[src/rtl/hazard_pkg.sv]
// hazard_pkg
// Shared definitions for the pipeline hazard unit:
//   FWD_RF / FWD_W / FWD_M : operand-select codes for ForwardAE/ForwardBE
//   hz_state_t             : load-use sequencer states
package hazard_pkg;

  localparam logic [1:0] FWD_RF = 2'b00;
  localparam logic [1:0] FWD_W  = 2'b01;
  localparam logic [1:0] FWD_M  = 2'b10;

  typedef enum logic {
    RUN     = 1'b0,
    LDSTALL = 1'b1
  } hz_state_t;

endpackage

[src/rtl/sat_counter.sv]
// sat_counter
// Saturating up-counter with synchronous reset and clear.
// Ports:
//   clk   in  : clock
//   reset in  : synchronous active-high reset (q -> 0)
//   clr   in  : synchronous clear, wins over inc
//   inc   in  : count enable; the count sticks at all-ones
//   q     out : current count (CNT_W bits)
module sat_counter #(
  parameter int unsigned CNT_W = 16
) (
  input  logic             clk,
  input  logic             reset,
  input  logic             clr,
  input  logic             inc,
  output logic [CNT_W-1:0] q
);

  always_ff @(posedge clk) begin
    if (reset) begin
      q <= '0;
    end else if (clr) begin
      q <= '0;
    end else if (inc && (q != '1)) begin
      q <= q + 1'b1;
    end
  end

endmodule

[src/rtl/hazard_ctrl.sv]
// hazard_ctrl
// Hazard unit for the 5-stage F/D/E/M/W pipeline. Drives forwarding selects,
// every pipeline-register stall/flush, sequences multi-bubble load-use stalls
// and keeps saturating stall/flush performance counters.
// Ports:
//   clk, reset                 : clock, synchronous active-high reset
//   Rs1D..RdW                  : stage register addresses
//   RegWriteE/M/W, LoadE       : stage write-back / load flags
//   PCSrcE                     : taken branch/jump in E
//   MduValidE, MduDoneE        : multi-cycle op in E and its completion
//   DmemReqM, DmemReadyM       : data-memory access in M and its completion
//   ClrCnt                     : clear both performance counters
//   ForwardAE, ForwardBE       : E operand select (hazard_pkg FWD_*)
//   StallF/D/E/M, FlushD/E/M/W : pipeline register hold / bubble
//   StallCnt, FlushCnt         : cycles with StallF, cycles with branch flush
//
// state   | meaning
// RUN     | normal issue; a load-use hazard inserts the first bubble here
// LDSTALL | extra load-use bubbles pending, BubCnt holds how many remain
module hazard_ctrl
  import hazard_pkg::*;
#(
  parameter int unsigned REG_AW       = 5,
  parameter bit          FWD_EN       = 1'b1,
  parameter int unsigned LOAD_BUBBLES = 1,
  parameter int unsigned CNT_W        = 16
) (
  input  logic              clk,
  input  logic              reset,
  input  logic [REG_AW-1:0] Rs1D,
  input  logic [REG_AW-1:0] Rs2D,
  input  logic [REG_AW-1:0] Rs1E,
  input  logic [REG_AW-1:0] Rs2E,
  input  logic [REG_AW-1:0] RdE,
  input  logic [REG_AW-1:0] RdM,
  input  logic [REG_AW-1:0] RdW,
  input  logic              RegWriteE,
  input  logic              RegWriteM,
  input  logic              RegWriteW,
  input  logic              LoadE,
  input  logic              PCSrcE,
  input  logic              MduValidE,
  input  logic              MduDoneE,
  input  logic              DmemReqM,
  input  logic              DmemReadyM,
  input  logic              ClrCnt,
  output logic [1:0]        ForwardAE,
  output logic [1:0]        ForwardBE,
  output logic              StallF,
  output logic              StallD,
  output logic              StallE,
  output logic              StallM,
  output logic              FlushD,
  output logic              FlushE,
  output logic              FlushM,
  output logic              FlushW,
  output logic [CNT_W-1:0]  StallCnt,
  output logic [CNT_W-1:0]  FlushCnt
);

  localparam int unsigned BW = $clog2(LOAD_BUBBLES + 1);
  localparam logic [BW-1:0] BUB_INIT = BW'(LOAD_BUBBLES - 1);
  localparam logic [BW-1:0] BUB_LAST = BW'(1);

  hz_state_t     state_q, state_d;
  logic [BW-1:0] bub_cnt_q, bub_cnt_d;

  logic mem_wait, mdu_wait, load_use, raw_stall, take_lu, branch_flush;

  // x0 is hard-wired, so a zero source never matches anything.
  function automatic logic [1:0] fwd_sel(input logic [REG_AW-1:0] rs);
    logic [1:0] sel;
    sel = FWD_RF;
    if (FWD_EN && (rs != '0)) begin
      if (RegWriteM && (RdM == rs)) begin
        sel = FWD_M;
      end else if (RegWriteW && (RdW == rs)) begin
        sel = FWD_W;
      end
    end
    return sel;
  endfunction

  function automatic logic src_hit(input logic [REG_AW-1:0] rs,
                                   input logic              we,
                                   input logic [REG_AW-1:0] rd);
    return we && (rd != '0) && (rs == rd);
  endfunction

  assign mem_wait = DmemReqM & ~DmemReadyM;
  assign mdu_wait = MduValidE & ~MduDoneE;
  assign load_use = LoadE & src_hit(Rs1D, RegWriteE, RdE) |
                    LoadE & src_hit(Rs2D, RegWriteE, RdE);
  // Without forwarding, W needs no stall: the register file writes in the
  // first half-cycle and D reads in the second.
  assign raw_stall = !FWD_EN && (src_hit(Rs1D, RegWriteE, RdE) ||
                                 src_hit(Rs2D, RegWriteE, RdE) ||
                                 src_hit(Rs1D, RegWriteM, RdM) ||
                                 src_hit(Rs2D, RegWriteM, RdM));
  assign take_lu = load_use & ~mem_wait & ~mdu_wait;

  always_comb begin
    ForwardAE    = FWD_RF;
    ForwardBE    = FWD_RF;
    StallF       = 1'b0;
    StallD       = 1'b0;
    StallE       = 1'b0;
    StallM       = 1'b0;
    FlushD       = 1'b0;
    FlushE       = 1'b0;
    FlushM       = 1'b0;
    FlushW       = 1'b0;
    branch_flush = 1'b0;
    if (reset) begin
      FlushD = 1'b1;
      FlushE = 1'b1;
      FlushM = 1'b1;
      FlushW = 1'b1;
    end else begin
      ForwardAE = fwd_sel(Rs1E);
      ForwardBE = fwd_sel(Rs2E);
      if (mem_wait) begin
        // A taken branch in E simply waits here and acts after release.
        StallF = 1'b1;
        StallD = 1'b1;
        StallE = 1'b1;
        StallM = 1'b1;
        FlushW = 1'b1;
      end else if (mdu_wait) begin
        StallF = 1'b1;
        StallD = 1'b1;
        StallE = 1'b1;
        FlushM = 1'b1;
      end else if (load_use || (state_q == LDSTALL) || raw_stall) begin
        StallF = 1'b1;
        StallD = 1'b1;
        FlushE = 1'b1;
      end else if (PCSrcE) begin
        FlushD       = 1'b1;
        FlushE       = 1'b1;
        branch_flush = 1'b1;
      end
    end
  end

  // The load itself may be stuck in M, so MemWait freezes the sequencer.
  always_comb begin
    state_d   = state_q;
    bub_cnt_d = bub_cnt_q;
    case (state_q)
      RUN: begin
        if (take_lu && (LOAD_BUBBLES > 1)) begin
          state_d   = LDSTALL;
          bub_cnt_d = BUB_INIT;
        end
      end
      LDSTALL: begin
        if (!mem_wait) begin
          bub_cnt_d = bub_cnt_q - 1'b1;
          if (bub_cnt_q == BUB_LAST) begin
            state_d = RUN;
          end
        end
      end
      default: begin
        state_d   = RUN;
        bub_cnt_d = '0;
      end
    endcase
  end

  always_ff @(posedge clk) begin
    if (reset) begin
      state_q   <= RUN;
      bub_cnt_q <= '0;
    end else begin
      state_q   <= state_d;
      bub_cnt_q <= bub_cnt_d;
    end
  end

  sat_counter #(.CNT_W(CNT_W)) u_stall_cnt (
    .clk   (clk),
    .reset (reset),
    .clr   (ClrCnt),
    .inc   (StallF),
    .q     (StallCnt)
  );

  sat_counter #(.CNT_W(CNT_W)) u_flush_cnt (
    .clk   (clk),
    .reset (reset),
    .clr   (ClrCnt),
    .inc   (branch_flush),
    .q     (FlushCnt)
  );

endmodule

[config.mk]
export PLATFORM = sky130hd
export DESIGN_NAME = hazard_ctrl
export DESIGN_NICKNAME = d
export VERILOG_FILES = /design/src/rtl/hazard_pkg.sv /design/src/rtl/sat_counter.sv /design/src/rtl/hazard_ctrl.sv
export SDC_FILE = /design/constraint.sdc
export NUM_CORES = 1
export LEC_CHECK = 0
export CORE_MARGIN = 2
export CORE_UTILIZATION = 45
export DETAILED_ROUTE_END_ITERATION = 10
export PLACE_DENSITY_LB_ADDON = 0.05
export SKIP_CTS_REPAIR_TIMING = 1
export SYNTH_ARGS = -nofsm -noshare
export SYNTH_HDL_FRONTEND = slang
export SYNTH_HIERARCHICAL = 1
export SYNTH_SLANG_ARGS = --single-unit
[constraint.sdc]
create_clock -name clk -period 2.85 [get_ports clk]
set_input_delay 0.285 -clock clk [delete_from_list [all_inputs] [get_ports clk]]
set_output_delay 0.285 -clock clk [all_outputs]
set_load 0.02 [all_outputs]
# Yosys cells after proc, flatten, opt, wreduce, memory -nomap -nowiden
# Index checks and enable logic that the tools add are counted.
# totals
register_bits	34
output_inout_bits	44
inputBits	47
# classes
bitwise_logic	9
reduce_logical	16
add_sub_neg	3
muxes	32
eq_ne	8
# op_table
operator	n
$add 16x1->16 const B	2
$ne 16x16->1 const B	2
$eq 5x5->1	6
$mux 1	26
$reduce_bool 5->1	3
$mux 2	6
$logic_and 1x1->1	9
$and 1x1->1	4
$not 1->1	4
$reduce_or 2->1	2
$reduce_and 2->1	1
$logic_or 1x1->1	1
$or 1x1->1	1
$sub 1x1->1 const B	1

# Longest topological paths before layout
# Gate-level depths: netlist of the first run.
# depth
word_depth	11
depth_mapped	9
depth_no_buf	8

# Cells and area by module
# The synthesis of the first run kept the hierarchy.
# by_module_without_submodules
module	cells_per_inst	n_inst	area_per_inst_um2
sat_counter	102	2	917.1
hazard_ctrl	84	1	609.3

# Worst setup path before layout of the first run
# OpenSTA, ideal clock, no wires.
# synth_timing
path_kind	in2reg
start	in RdE[4]
end	reg u_stall_cnt.q[12]
t_required_ps	2759
t_arrival_ps	2175
path_stages	9
setup_slack_ps	584
path_cell_list	xnor2_1 -> nand3_1 -> o22a_1 -> a21oi_1 -> and4_4 -> and3_1 -> buf_4 -> a31oi_1 -> a311oi_1
# synth_between
elab_chain_cells	11
elab_cells_between_ends	15
classes_between	2 x eq/ne; 4 x mux; 3 x bitwise; 6 x reduce/logical
# synth_rtl
item	line	text
start: declaration	hazard_ctrl.sv:34	input logic [REG_AW-1:0] RdE,
$reduce_bool 5->1	hazard_ctrl.sv:87	return we && (rd != '0) && (rs == rd);
$logic_and 1x1->1 (2 in a row)	hazard_ctrl.sv:87	
$and 1x1->1, on equally long branches	hazard_ctrl.sv:92, hazard_ctrl.sv:93	
$or 1x1->1 (*)	hazard_ctrl.sv:92	assign load_use = LoadE & src_hit(Rs1D, RegWriteE, RdE) |
$logic_or 1x1->1 (*)	hazard_ctrl.sv:134	end else if (load_use || (state_q == LDSTALL) || raw_stall) begin
$mux 1 (*) (4 in a row)	--	
named net StallD	hazard_ctrl.sv:50	output logic StallD,
$logic_and 1x1->1 (*)	sat_counter.sv:24	end else if (inc && (q != '1)) begin
end signal: assignment	sat_counter.sv:25	q <= q + 1'b1;
end: declaration	sat_counter.sv:16	output logic [CNT_W-1:0] q
# Mark *: on every way through the listed nets, which the timed path passes. The rest lies on a longest branch.
# A chain may end at the register's enable or synchronous reset.

# Final worst setup path of the first run
# layout_timing
start	in RdE[1]
end	out FlushD
# layout_between
elab_chain_cells	10
elab_cells_between_ends	14
classes_between	2 x eq/ne; 4 x mux; 3 x bitwise; 5 x reduce/logical
# layout_rtl
item	line	text
$reduce_bool 5->1	hazard_ctrl.sv:87	
$logic_and 1x1->1 (2 in a row)	hazard_ctrl.sv:87	
$and 1x1->1, on equally long branches	hazard_ctrl.sv:92, hazard_ctrl.sv:93	
$or 1x1->1 (*)	hazard_ctrl.sv:92	
$logic_or 1x1->1 (*)	hazard_ctrl.sv:134	
$mux 1 (*)	hazard_ctrl.sv:134	
$mux 1 (*)	hazard_ctrl.sv:129	end else if (mdu_wait) begin
$mux 1 (*)	hazard_ctrl.sv:122	if (mem_wait) begin
$mux 1 (*)	hazard_ctrl.sv:114	if (reset) begin
end: declaration	hazard_ctrl.sv:53	output logic FlushD,
# Every way passes the cells marked *; elsewhere a longest branch is shown, timed or not.

==> flow_metrics.tcl, run 1 <==
set metrics [dict create \
    status "complete, no violations" \
    async_flop_share_pct 0 \
    postRouteAntennaNets 0 \
    grt_max_degree 18 \
    synth.top_cell.area_share_pct 27.9 \
    grt.overflow.total 0 \
    wire_per_inst_um 13.4 \
    synth_flop_cell "dfxtp_1" \
    cts.htree.levels 2 \
    pwr_density_cell_mw_per_mm2 306 \
    cts_root_buf "clkbuf_8" \
    rsz0062_at_grt "no" \
    met2_usage_pct 35.3 \
    seqPwrFrac_pct 45.1 \
    synth_edf_count 0 \
    final_util_pct 66.7 \
    clk_pin_slew_ns 0.07 \
    port_buffers 90 \
    endpoint_kind "output pin" \
    clockBufferDepth 2 \
    clkPwrFrac_pct 35.2 \
    intPower_w 0.000789 \
    worst_clock_skew_ns 0.00296 \
    via_count 2431 \
    hold_viol 0 \
    power_w 0.00106 \
    cap_viol_max_count 0 \
    grt_use_total_pct 20.7 \
    finalWirelength_mm 6.00 \
    yosysUniqueCellTypes 50 \
    whs_ns 0.447 \
    worstSetupPathType "input pin to output pin" \
    drt-initial-drc-count 89 \
    nNetsFinal 425 \
    layout-drive-gt1-share_pct 9.81 \
    synth.net_count 337 \
    max_slew_margin_pct 48.6 \
    viasPerCell 5.44 \
    synthCells 288 \
    synth.avg_cell_area_um2 8.48 \
    maxSlewViolCount 0 \
    critical_path.max_fanout 3 \
    p_switching_w 0.000269 \
    row_count 26 \
    cts_tree "built" \
    p_comb_share_pct 19.7 \
    die_w_um 77.7 \
    grtUsageMet3_pct 4.88 \
    hold_class "flop to flop" \
    ioPinCount 91 \
    finalWeightedCongestion 0.843 \
    drcViolationCount 0 \
    netlist_area_mm2 0.00244 \
    placed_area_mm2 0.00336 \
    switching_share_pct 25.4 \
    antenna_found_initial 0 \
    setup_viol 0 \
    ys_warn_count 6 \
    synthTopCellsByArea "dfxtp_1 (28%), xnor2_1 (7.9%), nand2_1 (5.4%)" \
    min_period_ns 2.74 \
    hpwl_mm 4.64 \
    required_ns 2.57 \
    timing.final.crit_share_pct 96.0 \
    syn_to_final_growth_pct 41.3 \
    grt_pass1_vias 2299 \
    final_area_mm2 0.00345 \
    firstDrtPassIters 4 \
    diodes 0 \
    grt_pass1_wl_mm 10.2 \
    yosys.area.top_type "dfxtp_1" \
    synth-seq-cells 34 \
    numClockSinks 34 \
    layout_common_cells "clkdlybuf4s50_1 (90), nand2_1 (35), dfxtp_1 (34), xnor2_1 (22), a21oi_1 (14)" \
    clock_latency_ns 0.30 \
    crit_arrival_ns 2.45 \
    layout.cells.most_common "clkdlybuf4s50_1" \
    die_h_um 77.7 \
    worst_pin_slew_ns 0.768 \
    die_area_mm2 0.00604 \
    power_leakage_nw 1.18 \
    ys_seq_area_share_pct 27.9 \
    core_area_mm2 0.00517 \
    numCtsBuffers 5 \
    initial_core_util_pct 47.2 \
    use_met1_pct 25.8 \
    grt.busiest_layer "met2" \
    peakVddDrop_mv 0.165 \
    fmax_mhz 366 \
    crit_path_start_kind "input pin" \
]
## power groups by stage
stage               Combinational (W)  Clock [W]  Sequential (W)
floorplan                   0.0000932          0        0.000489
global placement             0.000206          0        0.000488
detailed placement           0.000208          0        0.000488
CTS                          0.000209   0.000382        0.000477
global route                 0.000225   0.000407        0.000477
finish                       0.000208   0.000372        0.000477
## flip-flops by register name (all words and copies together) (netlist names)
name / cells
u_flush_cnt/q: 16
u_stall_cnt/q: 16
state_q: 1
bub_cnt_q: 1
## layer usage
| layer | part of all wire, % | wire length (um) |
|---|---|---|
| met5 | 0 | 0 |
| met4 | 1.5 | 90 |
| met3 | 3.7 | 224 |
| met2 | 48 | 2880 |
| met1 | 47 | 2810 |
## through the flow
stage	TNS, ns	cells	setup WS (ns)
CTS	0	447	0.0982
detailed placement	-0.0418	439	-0.0215
global placement	0	439	0.0412
finish	0	447	0.115
global route	0	447	0.0493
floorplan	0	288	0.584
## worst max-delay path, cell delays in order
cell and delay [ns]:
clkdlybuf4s50_1 0.48, or4_1 0.57, o211ai_2 0.20, buf_4 0.14
a31oi_1 0.07, o21ai_1 0.08, clkdlybuf4s50_1 0.62
## area by class of cell
type | count | area, um2
fillers | 429 | 1720
clock buffers | 7 | 86.3
flip-flops and latches | 34 | 681
clock inverters | 1 | 5.00
inverters | 3 | 11.3
well taps | 70 | 87.6
multi-input cells | 239 | 1660
repair buffers | 93 | 923
## cell families after synthesis
| logic type | share of synthesized area (%) |
|---|---|
| AND/OR/NAND/NOR | 31.8 |
| AO/OA/AOI/OAI | 18.8 |
| flip-flops | 27.9 |
| XOR/XNOR | 11.1 |
| buffers and inverters | 4.45 |
| multiplexers | 4.92 |
| adder cells (fa/ha/maj) | 1.02 |
## cells in the mapped netlist (all sizes together), types with 10 or more instances
library cell	n
nand2	35
dfxtp	34
xnor2	22
a21oi	15
and3	14
or3	14
o21ai	13
mux2i	12
nand3	12
buf	10
nand4	10
nor2	10
## final timing paths
check	start	to	slack, ns	cells after the start
max	RdE[1]	FlushD	0.11	7
min	bub_cnt_q$_SDFFE_PP0P_	state_q$_SDFF_PP0_	0.45	1
max reg2reg	state_q$_SDFF_PP0_	u_flush_cnt/q[11]$_SDFFE_PP0P_	0.80	6
min reg2reg	bub_cnt_q$_SDFFE_PP0P_	state_q$_SDFF_PP0_	0.45	1
Power figures use the tool's default switching activity.
==> inputs of run 2 (changes only) <==
--- a/config.mk
+++ b/config.mk
@@ -5,8 +5,11 @@
 export SDC_FILE = /design/constraint.sdc
 export NUM_CORES = 1
 export LEC_CHECK = 0
+export CELL_PAD_IN_SITES_DETAIL_PLACEMENT = 0
+export CELL_PAD_IN_SITES_GLOBAL_PLACEMENT = 1
+export CORE_ASPECT_RATIO = 0.9
 export CORE_MARGIN = 2
-export CORE_UTILIZATION = 45
+export CORE_UTILIZATION = 32
 export DETAILED_ROUTE_END_ITERATION = 10
 export PLACE_DENSITY_LB_ADDON = 0.05
 export SKIP_CTS_REPAIR_TIMING = 1
==> run 2 against run 1 <==
  * Setup slack improved by 0.077 ns
  * Routed wire length up 6.7%
  * Sequential power hardly changed
  * Via count is 0.37% higher
  * Global-route usage is 4.7 points lower
  * Die area is 38% higher
  * Core utilization fell by 20 points
  * First-iteration DRC count fell by 33%
  * Total power rose by 1.2%
  * Clock power increased by 2%
==> flow_metrics.tcl, run 2 (same netlist as run 1, synthesis figures left out) <==
set metrics [dict create \
    cap_viol_max_count 0 \
    pre_cts_slack_ns -0.0357 \
    port_buffers 90 \
    grt.overflow.total 0 \
    dr_wl_met2_mm 2.98 \
    finalWirelength_mm 6.40 \
    antenna_found_initial 0 \
    final_cells 477 \
    setup_viol 0 \
    nNetsFinal 429 \
    clockBufferDepth 2 \
    firstDrtPassIters 4 \
    rsz0062_at_grt "no" \
    pwr_density_cell_mw_per_mm2 305 \
    diodes 0 \
    worst_pin_slew_ns 0.485 \
    routed-wl-met3_um 293 \
    die_h_um 86.9 \
    ioPinCount 91 \
    final.fill_count 763 \
    top_regs "u_flush_cnt/q (16), u_stall_cnt/q (16)" \
    critical_path.max_fanout 7 \
    clock_latency_ns 0.29 \
    die_area_mm2 0.00835 \
    seqCellArea_um2 681 \
    worst_clock_skew_ns 0.00859 \
    fmax_mhz 376 \
    multi_input_area_mm2 0.00165 \
    cts_root_buf "clkbuf_8" \
    grt_pass1_wl_mm 10.8 \
    grt_pass1_vias 2349 \
    row_count 30 \
    worstSetupPathType "input pin to output pin" \
    dp_cells 469 \
    maxSlewViolCount 0 \
    core_area_mm2 0.00747 \
    die_w_um 96.1 \
    endpoint_kind "output pin" \
    timing.final.crit_share_pct 93.3 \
    crit_arrival_ns 2.37 \
    hpwl_mm 4.87 \
    layout.cells.most_common "clkdlybuf4s50_1" \
    cts.htree.levels 2 \
    grt_use_total_pct 16.0 \
    initial_core_util_pct 32.7 \
    viasPerCell 5.12 \
    route.top_layer_used "met4" \
    postRouteAntennaNets 0 \
    via_count 2440 \
    syn_to_final_growth_pct 43.7 \
    cts_tree "built" \
    max_slew_margin_pct 67.6 \
    drcViolationCount 0 \
    layout_common_cells "clkdlybuf4s50_1 (90), nand2_1 (35), dfxtp_1 (34), xnor2_1 (22), a21oi_1 (15)" \
    numCtsBuffers 5 \
    finalWeightedCongestion 0.766 \
    hold_class "flop to flop" \
    wire_per_inst_um 13.4 \
    status "complete, no violations" \
    wl_met1_mm 3.08 \
    required_ns 2.57 \
    drt-initial-drc-count 60 \
    layout-drive-gt1-share_pct 10.5 \
    fin_ws_ns 0.192 \
    clk_pin_slew_ns 0.07 \
    power_w 0.00107 \
    peakVddDrop_mv 0.229 \
    power_leakage_nw 1.20 \
    hold_viol 0 \
    numClockSinks 34 \
    crit_path_start_kind "input pin" \
    grt_max_degree 16 \
    min_period_ns 2.66 \
]
-- run 2: cell types whose count changed in the layout (fill, tap and decap cells not counted) --
cell	previous run	this run
a21oi_1	14	15
a21oi_2	1	0
buf_4	3	7
-- run 2: metal layers --
layer / track usage, % / vias up
met2: 26.5 / 64
met1: 21.3 / 1108
met5: 0 / -
met4: 3.51 / 0
met3: 3.46 / 4
li1: - / 1264
-- run 2: path summary, 6_finish.rpt --
kind                     startpoint                             end  slack [ns]  depth (start not counted)
max                          RdE[1]                          StallD        0.19                          7
min reg2reg  bub_cnt_q$_SDFFE_PP0P_              state_q$_SDFF_PP0_        0.44                          1
min          bub_cnt_q$_SDFFE_PP0P_              state_q$_SDFF_PP0_        0.44                          1
max reg2reg      state_q$_SDFF_PP0_  u_flush_cnt/q[15]$_SDFFE_PP0P_        0.81                          6
-- run 2: critical path, stage by stage --
cell and delay (ns):
clkdlybuf4s50_1 0.41, or4_1 0.55, o211ai_2 0.24, a21o_1 0.15
a21oi_1 0.04, buf_4 0.16, clkdlybuf4s50_1 0.54
-- run 2: layout make-up --
cell class,instances,share of cell area (%)
Multi-Input combinational cell,239,47.1
Timing Repair Buffer,97,27.2
Sequential cell,34,19.4
Tap cell,96,3.42
Clock buffer,7,2.46
Inverter,3,0.321
Clock inverter,1,0.143
-- run 2: power by group --
| group | leakage [nW] | switching [W] | total, W | internal [W] |
|---|---|---|---|---|
| registers | 0.274 | 0.00000152 | 0.000477 | 0.000476 |
| logic | 0.881 | 0.0000912 | 0.000213 | 0.000122 |
| clock network | 0.0482 | 0.000185 | 0.000380 | 0.000195 |
-- run 2: per-stage QoR --
step | hold slack, ns | area [um2] | TNS (ns) | utilization [%]
2_1_floorplan | 0.423 | 2440 | 0 | -
3_3_place_gp | 0.437 | 3420 | 0 | 45.8
3_5_place_dp | 0.440 | 3420 | -0.0357 | 45.8
4_1_cts | 0.447 | 3510 | 0 | 47.0
5_1_grt | 0.468 | 3510 | 0 | 47.0
6_report | 0.443 | 3510 | 0 | 47.0
==> inputs of run 3 (changes only) <==
--- a/config.mk
+++ b/config.mk
@@ -11,6 +11,7 @@
 export CORE_MARGIN = 2
 export CORE_UTILIZATION = 32
 export DETAILED_ROUTE_END_ITERATION = 10
+export HOLD_SLACK_MARGIN = 0.02
 export PLACE_DENSITY_LB_ADDON = 0.05
 export SKIP_CTS_REPAIR_TIMING = 1
 export SYNTH_ARGS = -nofsm -noshare
==> results of run 3 <==
Final layout, timing and power as in run 2 (identical DEF).
